--- src/rtl/fetch_stage.sv ---
// Instruction-fetch stage and IF/ID pipeline register for the alpha-compositing ASIP.
// Issues one outstanding imem request at a time and absorbs stall, redirect and HALT.
module fetch_stage #(
  parameter logic [31:0] RESET_PC  = 32'h0000_0000,
  parameter logic [31:0] PC_INC    = 32'd4,
  parameter logic [31:0] HALT_WORD = 32'hFFFF_FFFF
) (
  input  logic        clk,
  input  logic        rst_n,
  input  logic        stall,
  input  logic        jmp_taken,
  input  logic [31:0] jmp_target,
  output logic        imem_rd,
  output logic [31:0] imem_addr,
  input  logic [31:0] imem_rdata,
  input  logic        imem_valid,
  output logic        id_valid,
  output logic [1:0]  op,
  output logic [1:0]  inst,
  output logic        flagV,
  output logic [3:0]  R1_V1,
  output logic [3:0]  R2_V2_D,
  output logic [3:0]  R3_V3_D,
  output logic [26:0] Imme,
  output logic [31:0] curr_pc1,
  output logic        halted
);

  localparam logic [2:0] S_IDLE   = 3'd0;
  localparam logic [2:0] S_REQ    = 3'd1;
  localparam logic [2:0] S_SKID   = 3'd2;
  localparam logic [2:0] S_DRAIN  = 3'd3;
  localparam logic [2:0] S_HALTED = 3'd4;

  logic [2:0]  state;
  logic [31:0] pc;
  logic [31:0] drain_addr;
  logic [31:0] skid_word;
  logic [31:0] ir;
  logic        load;
  logic [31:0] new_word;
  logic [31:0] pc_next;

  always_comb begin
    load     = !stall && ((state == S_REQ && imem_valid) || state == S_SKID);
    new_word = (state == S_SKID) ? skid_word : imem_rdata;
    pc_next  = pc + PC_INC;
  end

  always_ff @(posedge clk or negedge rst_n) begin
    if (!rst_n) begin
      state      <= S_IDLE;
      pc         <= RESET_PC;
      drain_addr <= RESET_PC;
      skid_word  <= '0;
      ir         <= '0;
      curr_pc1   <= '0;
      id_valid   <= 1'b0;
    end else if (jmp_taken) begin
      ir        <= '0;
      curr_pc1  <= '0;
      id_valid  <= 1'b0;
      skid_word <= '0;
      pc        <= jmp_target;
      // A request still in flight must be drained at its old address before refetching.
      if (state == S_REQ && !imem_valid) begin
        state      <= S_DRAIN;
        drain_addr <= pc;
      end else if (state == S_DRAIN && !imem_valid) begin
        state <= S_DRAIN;
      end else begin
        state <= S_REQ;
      end
    end else if (load) begin
      ir       <= new_word;
      curr_pc1 <= pc_next;
      id_valid <= 1'b1;
      if (new_word == HALT_WORD) begin
        state <= S_HALTED;
      end else begin
        pc    <= pc_next;
        state <= S_REQ;
      end
    end else begin
      if (!stall) begin
        ir       <= '0;
        curr_pc1 <= '0;
        id_valid <= 1'b0;
      end
      case (state)
        S_IDLE:  state <= S_REQ;
        // Reaching here with a response means the stage is stalled: park it in the skid.
        S_REQ: begin
          if (imem_valid) begin
            skid_word <= imem_rdata;
            state     <= S_SKID;
          end
        end
        S_DRAIN: begin
          if (imem_valid) state <= S_REQ;
        end
        default: ;
      endcase
    end
  end

  always_comb begin
    imem_rd   = (state == S_REQ) || (state == S_DRAIN);
    imem_addr = (state == S_DRAIN) ? drain_addr : pc;
    halted    = (state == S_HALTED);
    op        = ir[31:30];
    inst      = ir[29:28];
    flagV     = ir[27];
    R1_V1     = ir[26:23];
    R2_V2_D   = ir[22:19];
    R3_V3_D   = ir[18:15];
    Imme      = ir[26:0];
  end

endmodule
--- config.mk ---
export PLATFORM = sky130hd
export DESIGN_NAME = fetch_stage
export DESIGN_NICKNAME = d
export VERILOG_FILES = /design/src/rtl/fetch_stage.sv
export SDC_FILE = /design/constraint.sdc
export NUM_CORES = 1
export LEC_CHECK = 0
export ABC_AREA = 0
export CORE_UTILIZATION = 40
export DETAILED_ROUTE_END_ITERATION = 10
export PLACE_DENSITY = 0.66
export SYNTH_ARGS = -nofsm -noshare
export SYNTH_HDL_FRONTEND = slang
export SYNTH_SLANG_ARGS = --single-unit
--- constraint.sdc ---
create_clock -name clk -period 3.7 [get_ports clk]
set_input_delay 0.925 -clock clk [delete_from_list [all_inputs] [get_ports clk]]
set_output_delay 0.925 -clock clk [all_outputs]
set_load 0.05 [all_outputs]
# After elaboration in Yosys (flattened, before gate mapping)
# Cells that the tools add are included.
# word_totals
regBits	164
input_bits	69
output_inout_bits	111
wordCells	60
# classes
n_addsub	1
eq_ne	10
mux	25
n_reduce_logical	17
# ops
op	count
2-to-1 mux 32 bit	14
adder 32 x 3 -> 32 bit (second input constant)	1
== test 32 bit (second input constant)	1
2-to-1 mux 3 bit	5
one-hot mux 3 bit (3 select lines)	1
inequality test 4 bit (second input constant)	2
== test 3 x 2 -> 1 bit (second input constant)	2
AND reduction 3 bit	2
nonzero test 2 bit	3
nonzero test 5 bit	1
logical AND 1 bit	4
2-to-1 mux 2 bit	2
inequality test 2 bit (second input constant)	2
AND reduction 2 bit	2
== test 3 x 1 -> 1 bit (second input constant)	1
== test 3 bit (second input constant)	1
zero test 3 bit	1
2-to-1 mux 1 bit	3
inequality test 3 x 1 -> 1 bit (second input constant)	1
zero test 1 bit	2
logical OR 1 bit	2

# Longest topological paths before layout
# Gate-level depths: netlist (run 1).
# depth
depth_word	6
ltp_mapped	9
ltp_nobuf	6

# Worst setup path after synthesis (run 1)
# Ideal clock, no wire load.
# synth_path
path_kind	register to output
start	register state[2]
end	output port imem_addr[10]
arrival_time_ns	2.273
required_time_ns	2.775
setup_slack_ns	0.502
stages_incl_launch_ff	6
n_path_buf	2
cell_sequence	dfrtp_1 > buf_2 > nor2b_1 > nand2_1 > buf_1 > mux2_2
# synth_between
elab_chain_cells	2
# synth_rtl
item	line_no	source
from (decl)	35	logic [2:0] state;
from (signal assigned)	52	state <= S_IDLE;
from (signal assigned)	67	state <= S_DRAIN;
from (signal assigned)	70	state <= S_DRAIN;
== test 3 x 2 -> 1 bit	109	imem_addr = (state == S_DRAIN) ? drain_addr : pc;
2-to-1 mux 32 bit	109	
to (decl)	14	output logic [31:0] imem_addr,
# No other way between the ends.

# Final worst setup path (run 1)
# layout_path
start	register state[0]
end	output port imem_addr[13]
# The elaborated chain is that of the path after synthesis.

==> results by group, run 1 <==
Run status
  – Status: finished, final reports clean

Finish
  – Final instance area: ~11,000 um2
  – Fill cell count: ~1,800
  – Antenna Cells: 0
  – Layout cell share with drive strength beyond 1: a little under a fifth
  – Area growth syn-to-layout: 31.5%
  – Post-layout util: 54.0%
  – Final nets: 971

Yosys
  – Mapped Area: between 8000 and 9000 um2
  – Syn Nets: ~800
  – Ys async rst share: 100%
  – Top_reg_cell synth: dfrtp_1
  – Post-synth cell types: 50
  – Ys Warns: 0
  – Cell count after synthesis: roughly 750
  – FF+latch count, synth: roughly 160
  – Post-synth EDFFs: 0
  – Mean Syn Cell Area: 10.6 um2
  – Seq/Total Area, Yosys: about half

CTS
  – Hold_buf cts: 0
  – Setup bufs post-CTS: 0
  – Clock sinks: 164
  – Clock tree buffer depth: 2
  – Num CTS Buffers: 17
  – H-tree depth: 4
  – Post-CTS resize count: 0
  – CTS clk-pin slew, worst paths: around 0.07 ns
  – Root buffer cell: clkbuf_16
  – TritonCTS clock tree: done
  – Clk_lat worst skew: 0.43 ns

Timing
  – Slew @ Worst Pin: 0.729 ns
  – Setup TNS Final: 0 ns
  – Fin crit share: 85.4%
  – Fmax: roughly 320 MHz
  – Skew final: between 0.01 and 0.015 ns
  – Crit path time final: about 3.2 ns
  – RSZ-0062 raised after global routing: false
  – Slew Viols, Final: 0
  – Slew HR: between 50% and 60%
  – Setup violations, final: 0
  – Hold WS: around 0.46 ns
  – Final Hold Fails: 0

Place
  – Placer congestion estimate: between 0.7 and 0.8
  – DP Area: 9940 um2
  – IO buf count: between 150 and 200
  – Final HPWL DP: 15.2 mm

Drt
  – Met3 wire length: 1.42 mm
  – Routed via count: about 6,500
  – Drt total wl: roughly 22 mm
  – Initial DRC count: around 310
  – Vias per cell: 5.52
  – Metal-1 WL: about 10 mm
  – Met2 wire length: 10.2 mm
  – DR top layer: met4
  – Drt wl/cell: between 15 and 20 um
  – Post-route ant nets: 0
  – Residual DRC count: 0
  – First-pass iteration count of the detailed router: 5

Global routing
  – Grt ovf: 0
  – Tot GR Track Use: about 22%
  – Largest net degree at the start of global routing: 64
  – Vias in the first global route: about 6,300
  – Antenna violations before repair: 0
  – First-pass GRT wire length: 34.3 mm

Setup path
  – Slowest cell on crit path: dfrtp_1
  – Worst-path cell chain: nor2b_1 -> nand2_1 -> buf_4 -> mux2_2 -> buf_4
  – Critical path's most frequent cell: buf_4
  – WP data required: between 2 and 3 ns
  – WP data arrival: between 2 and 2.5 ns
  – Worst-path maximum fanout: 23
  – CP startpoint kind: flip-flop
  – Crit-path max cell delay: about 0.51 ns
  – Crit Path Category: reg2out
  – Critical Path Sink Type: output pin

Power and ir drop
  – Worst IR Drop VDD: approximately 0.33 mV
  – Pleak: between 4 and 5 nW
  – PwrDens: 496 nW/um2

Floorplanning
  – Die H: about 140 um
  – IO Pins: 180
  – Cell Rows: 51
  – Die area: 20,600 um2
  – Die width: about 140 um
  – Core Area: about 20,000 um2
  – Initial Util: just over 40%

Min path
  – Worst Hold Class: in2async

Flow run
  – Max-cap violations: 0
## per-stage QoR
| stage | total power [mW] | setup slack (ns) | std cells |
|---|---|---|---|
| 6_report | 5.23 | 0.539 | 1179 |
| 5_1_grt | 5.46 | 0.413 | 1179 |
| 4_1_cts | 5.28 | 0.522 | 1179 |
| 3_5_place_dp | 3.47 | 0.200 | 1147 |
| 3_3_place_gp | 3.45 | 0.164 | 1147 |
| 2_1_floorplan | 3.01 | 0.502 | 753 |
## cell usage after synthesis (2+ instances only)
library cell / n / area share (%)
or3_1: 4 / 0.31
buf_1: 4 / 0.19
o21ai_0: 67 / 4.2
nor2_1: 35 / 1.6
nor4_2: 2 / 0.31
nand3_1: 15 / 0.94
nand2b_1: 2 / 0.16
dfrtp_1: 164 / 51
a21o_1: 2 / 0.19
buf_4: 13 / 1.2
inv_1: 6 / 0.28
o31ai_1: 20 / 1.9
a211o_1: 2 / 0.22
a22o_1: 35 / 3.8
a31oi_1: 27 / 2.1
nor2b_1: 3 / 0.23
nand2_1: 81 / 3.8
a21oi_1: 3 / 0.19
and4_1: 2 / 0.22
xnor2_1: 7 / 0.76
nand4_1: 19 / 1.5
mux2i_1: 32 / 4.0
xor2_1: 17 / 1.9
nor3_1: 6 / 0.37
mux2_2: 66 / 9.3
clkbuf_1: 52 / 2.4
a211oi_1: 4 / 0.37
nand4b_1: 2 / 0.22
or4b_2: 2 / 0.25
o211ai_1: 3 / 0.28
buf_6: 3 / 0.42
and3_1: 3 / 0.23
nand3b_1: 2 / 0.19
a221o_1: 5 / 0.62
or4_1: 28 / 2.6
## cells by family (layout without fill, tap and decap cells)
group / Yosys count / after routing / share of synthesized area, %
AOI/OAI and AO/OA: 173 / 173 / 14.4
xor gates and xnor gates: 24 / 24 / 2.62
adders and majority gates: 1 / 1 / 0.156
buffers and inverters: 81 / 242 / 4.84
DFF: 164 / 164 / 51.2
muxes: 98 / 98 / 13.3
and+or+nand+nor: 212 / 212 / 13.5
## where the power goes
part / switching [mW] / internal, mW / total (mW)
Clock: 0.791 / 1.01 / 1.80
Combinational: 0.776 / 0.508 / 1.28
Sequential: 0.154 / 1.99 / 2.15
## final cells by class
cell class              instances  area [um2]  share of cell area [%]
clock buffers                  17         425                    4.04
clock inverters                15         171                    1.63
inverters                       7        26.3                   0.249
multi-input cells             508        3550                    33.7
flip-flops and latches        164        4100                    38.9
well taps                     265         332                    3.15
repair buffers                203        1930                    18.3
## final timing paths
check	endpoint	start	slack (ns)	depth (start not counted)
worst max-delay path	imem_addr[13]	state[0]$_DFFE_PN0P_	0.54	5
worst min-delay path	ir[25]$_DFFE_PN0P_	rst_n	0.46	1
worst max register to register	state[0]$_DFFE_PN0P_	state[1]$_DFFE_PN0P_	0.72	6
worst min register to register	ir[6]$_DFFE_PN0P_	ir[6]$_DFFE_PN0P_	0.48	2
max in group asynchronous	ir[9]$_DFFE_PN0P_	rst_n	2.43	2
min in group clk	ir[6]$_DFFE_PN0P_	ir[6]$_DFFE_PN0P_	0.48	2
## worst max-delay path: cells and delay by family (launching register included)
family / cells / cell delay (ns)
flip-flops: 1 / 0.51
multiplexers: 1 / 0.34
AND/OR/NAND/NOR: 2 / 0.47
buffers and inverters: 2 / 0.47
## placed cells by master (no fill, tap or decap), types with 19 or more instances in the layout
cell type / n
o31ai_1: 20
or4_1: 28
a31oi_1: 26
dfrtp_1: 164
nor2_1: 34
mux2_2: 66
buf_4: 53
o21ai_0: 67
clkdlybuf4s50_1: 146
nand2_1: 80
mux2i_1: 32
nand4_1: 19
a22o_1: 35
## metal layers
layer,up-vias,track usage (%)
li1,3045,-
met1,3195,29.8
met2,244,34.9
met3,21,5.13
met4,0,6.94
met5,-,0
## flip-flops by register name (all words and copies together), names as in the netlist
register,count
ir,32
pc,32
state,3
skid_word,32
drain_addr,32
id_valid,1
curr_pc1,32
Note: power is estimated with default switching activity, not from simulation.
==> run 2, diff against run 1 <==
--- a/config.mk
+++ b/config.mk
@@ -9,6 +9,7 @@
 export CORE_UTILIZATION = 40
 export DETAILED_ROUTE_END_ITERATION = 10
 export PLACE_DENSITY = 0.66
+export SKIP_LAST_GASP = 1
 export SYNTH_ARGS = -nofsm -noshare
 export SYNTH_HDL_FRONTEND = slang
 export SYNTH_SLANG_ARGS = --single-unit
==> constraint.sdc (replaced) <==
create_clock -name clk -period 3.7 [get_ports clk]
set_input_delay 0.74 -clock clk [delete_from_list [all_inputs] [get_ports clk]]
set_output_delay 0.74 -clock clk [all_outputs]
set_load 0.05 [all_outputs]
==> run 2 against run 1 <==
Clock skew rose by 0.0019 ns. Final cell count is 0.34% lower. Via count down 1.5%. Worst setup slack gained 0.14 ns. First-iteration DRC count increased by 2.9%. Critical path type is now reg2reg. Critical endpoint is now state[0]$_DFFE_PN0P_. Largest cell class unchanged. Highest routed layer unchanged.
==> results by group, run 2 (synthesis results as in run 1) <==
Floorplanning
  – Initial Util: 41.1% (unchanged)
  – IO Pins: 180 (unchanged)
  – Cell Rows: 51 (unchanged)
  – Core Area: 19,500 um2 (unchanged)
  – Die area: 20,600 um2 (unchanged)
  – Die H: 144 um (unchanged)
  – Die width: 144 um (unchanged)

Global routing
  – Tot GR Track Use: 21.9% (-0.14 points)
  – Antenna violations before repair: 0 (unchanged)
  – Grt ovf: 0 (unchanged)
  – First-pass GRT wire length: 34.2 mm (-0.34%)
  – Largest net degree at the start of global routing: 72 (+13%)
  – Vias in the first global route: 6,218 (-1.4%)

CTS
  – TritonCTS clock tree: done
  – Clk_lat worst skew: 0.43 ns (about the same)
  – CTS clk-pin slew, worst paths: 0.06 ns (about the same)
  – Hold_buf cts: 0 (unchanged)
  – Clock tree buffer depth: 2 (unchanged)
  – Clock sinks: 164 (unchanged)
  – Setup bufs post-CTS: 0 (unchanged)
  – H-tree depth: 4 (unchanged)
  – Num CTS Buffers: 17 (unchanged)
  – Post-CTS resize count: 0 (unchanged)
  – Root buffer cell: clkbuf_16

Place
  – Final HPWL DP: 14.6 mm (-3.7%)
  – IO buf count: 179 (unchanged)
  – Placer congestion estimate: 0.772 (-3.0%)

Setup path
  – Worst-path maximum fanout: 57 (+150%)
  – CP startpoint kind: flip-flop
  – WP data required: 4.00 ns (+1.23 ns)
  – Critical Path Sink Type: flip-flop
  – WP data arrival: 3.32 ns (+1.08 ns)
  – Crit Path Category: reg2reg

Drt
  – Initial DRC count: 321 (+2.9%)
  – Drt total wl: 21.5 mm (-1.7%)
  – Routed via count: 6,409 (-1.5%)
  – Residual DRC count: 0 (unchanged)
  – Post-route ant nets: 0 (unchanged)
  – Drt wl/cell: 18.3 um (-1.3%)
  – Vias per cell: 5.45 (-1.1%)
  – First-pass iteration count of the detailed router: 5 (unchanged)

Timing
  – Slew HR: 51.2% (-0.080 points)
  – Slew @ Worst Pin: 0.730 ns (+0.00120 ns)
  – RSZ-0062 raised after global routing: false
  – Fmax: 331 MHz (+4.8%)
  – Fin crit share: 81.5% (-3.9 points)
  – Setup TNS Final: 0 ns (unchanged)
  – Setup violations, final: 0 (unchanged)
  – Hold WS: 0.279 ns (-0.180 ns)
  – Crit path time final: 3.02 ns (-0.144 ns)
  – Final Hold Fails: 0 (unchanged)
  – Slew Viols, Final: 0 (unchanged)
  – Skew final: 0.0124 ns (+0.00191 ns)

Power and ir drop
  – Worst IR Drop VDD: 0.311 mV (-5.7%)
  – Pleak: 4.20 nW (-0.55%)
  – PwrDens: 490 nW/um2 (-1.2%)

Min path
  – Worst Hold Class: in2async

Finish
  – Layout cell share with drive strength beyond 1: 17.8% (-0.47 points)
  – Fill cell count: 1,793 (+0.90%)
  – Most frequent cells in the layout: 164 x dfrtp_1, 146 x clkdlybuf4s50_1, 80 x nand2_1, 67 x o21ai_0, 66 x mux2_2
  – Antenna Cells: 0 (unchanged)
  – Final nets: 968 (-0.31%)
  – Most common cell after layout, fill and taps aside: dfrtp_1
  – Area growth syn-to-layout: 30.8%

Flow run
  – Max-cap violations: 0 (unchanged)

Run status
  – Status: finished, final reports clean
run 2: cell types whose count changed in the layout (fill, tap and decap cells not counted), sizes merged:
cell	before	now
clkbuf	17	18
clkinvlp	2	1
buf	57	54
inv	11	9
clkinv	7	8
run 2: report_power, final:
group	switching, mW	internal [mW]
logic	0.771	0.505
clock network	0.733	0.988
registers	0.152	1.99
total	1.66	3.49
run 2: routing by layer:
metal | up-vias | track usage (%) | wire length, um
met3 | 19 | 5.53 | 1440
met1 | 3147 | 30.3 | 9880
li1 | 3043 | - | -
met2 | 200 | 33.7 | 9930
met4 | 0 | 6.55 | 301
met5 | - | 0 | 0
run 2: layout make-up:
| cell class | count | area (um2) | share of cell area (%) |
|---|---|---|---|
| clock buffers | 18 | 429 | 4.09 |
| clock inverters | 13 | 133 | 1.27 |
| inverters | 7 | 26.3 | 0.251 |
| multi-input cells | 508 | 3550 | 33.9 |
| flip-flops and latches | 164 | 4100 | 39.1 |
| well taps | 265 | 332 | 3.16 |
| repair buffers | 200 | 1910 | 18.2 |
run 2: worst max-delay path, stage by stage (launching register included):
cell and delay, ns:
dfrtp_1 0.54, or3b_4 0.46, or4_1 0.53, a222oi_1 0.68, buf_12 0.31, a21oi_1 0.12
a211o_1 0.27
run 2: path summary, 6_finish.rpt:
check,startpoint,endpoint,slack [ns],depth (start not counted)
worst max-delay path,state[1]$_DFFE_PN0P_,state[0]$_DFFE_PN0P_,0.68,6
worst min-delay path,rst_n,ir[25]$_DFFE_PN0P_,0.28,1
worst max register to register,state[1]$_DFFE_PN0P_,state[0]$_DFFE_PN0P_,0.68,6
worst min register to register,curr_pc1[7]$_DFFE_PN0P_,curr_pc1[7]$_DFFE_PN0P_,0.48,2
max in group asynchronous,rst_n,pc[27]$_DFFE_PN0P_,2.53,2
min in group clk,curr_pc1[7]$_DFFE_PN0P_,curr_pc1[7]$_DFFE_PN0P_,0.48,2
run 2: through the flow:
| stage | utilization (%) | setup slack, ns | area, um2 | power, mW | cells |
|---|---|---|---|---|---|
| 6_report | 53.7 | 0.683 | 10500 | 5.14 | 1175 |
| 5_1_grt | 53.7 | 0.544 | 10500 | 5.37 | 1175 |
| 4_1_cts | 53.7 | 0.715 | 10500 | 5.20 | 1175 |
| 3_5_place_dp | 50.8 | 0.352 | 9920 | 3.46 | 1144 |
| 3_3_place_gp | 50.8 | 0.359 | 9920 | 3.45 | 1144 |
| 2_1_floorplan | - | 0.687 | 8020 | 3.01 | 753 |
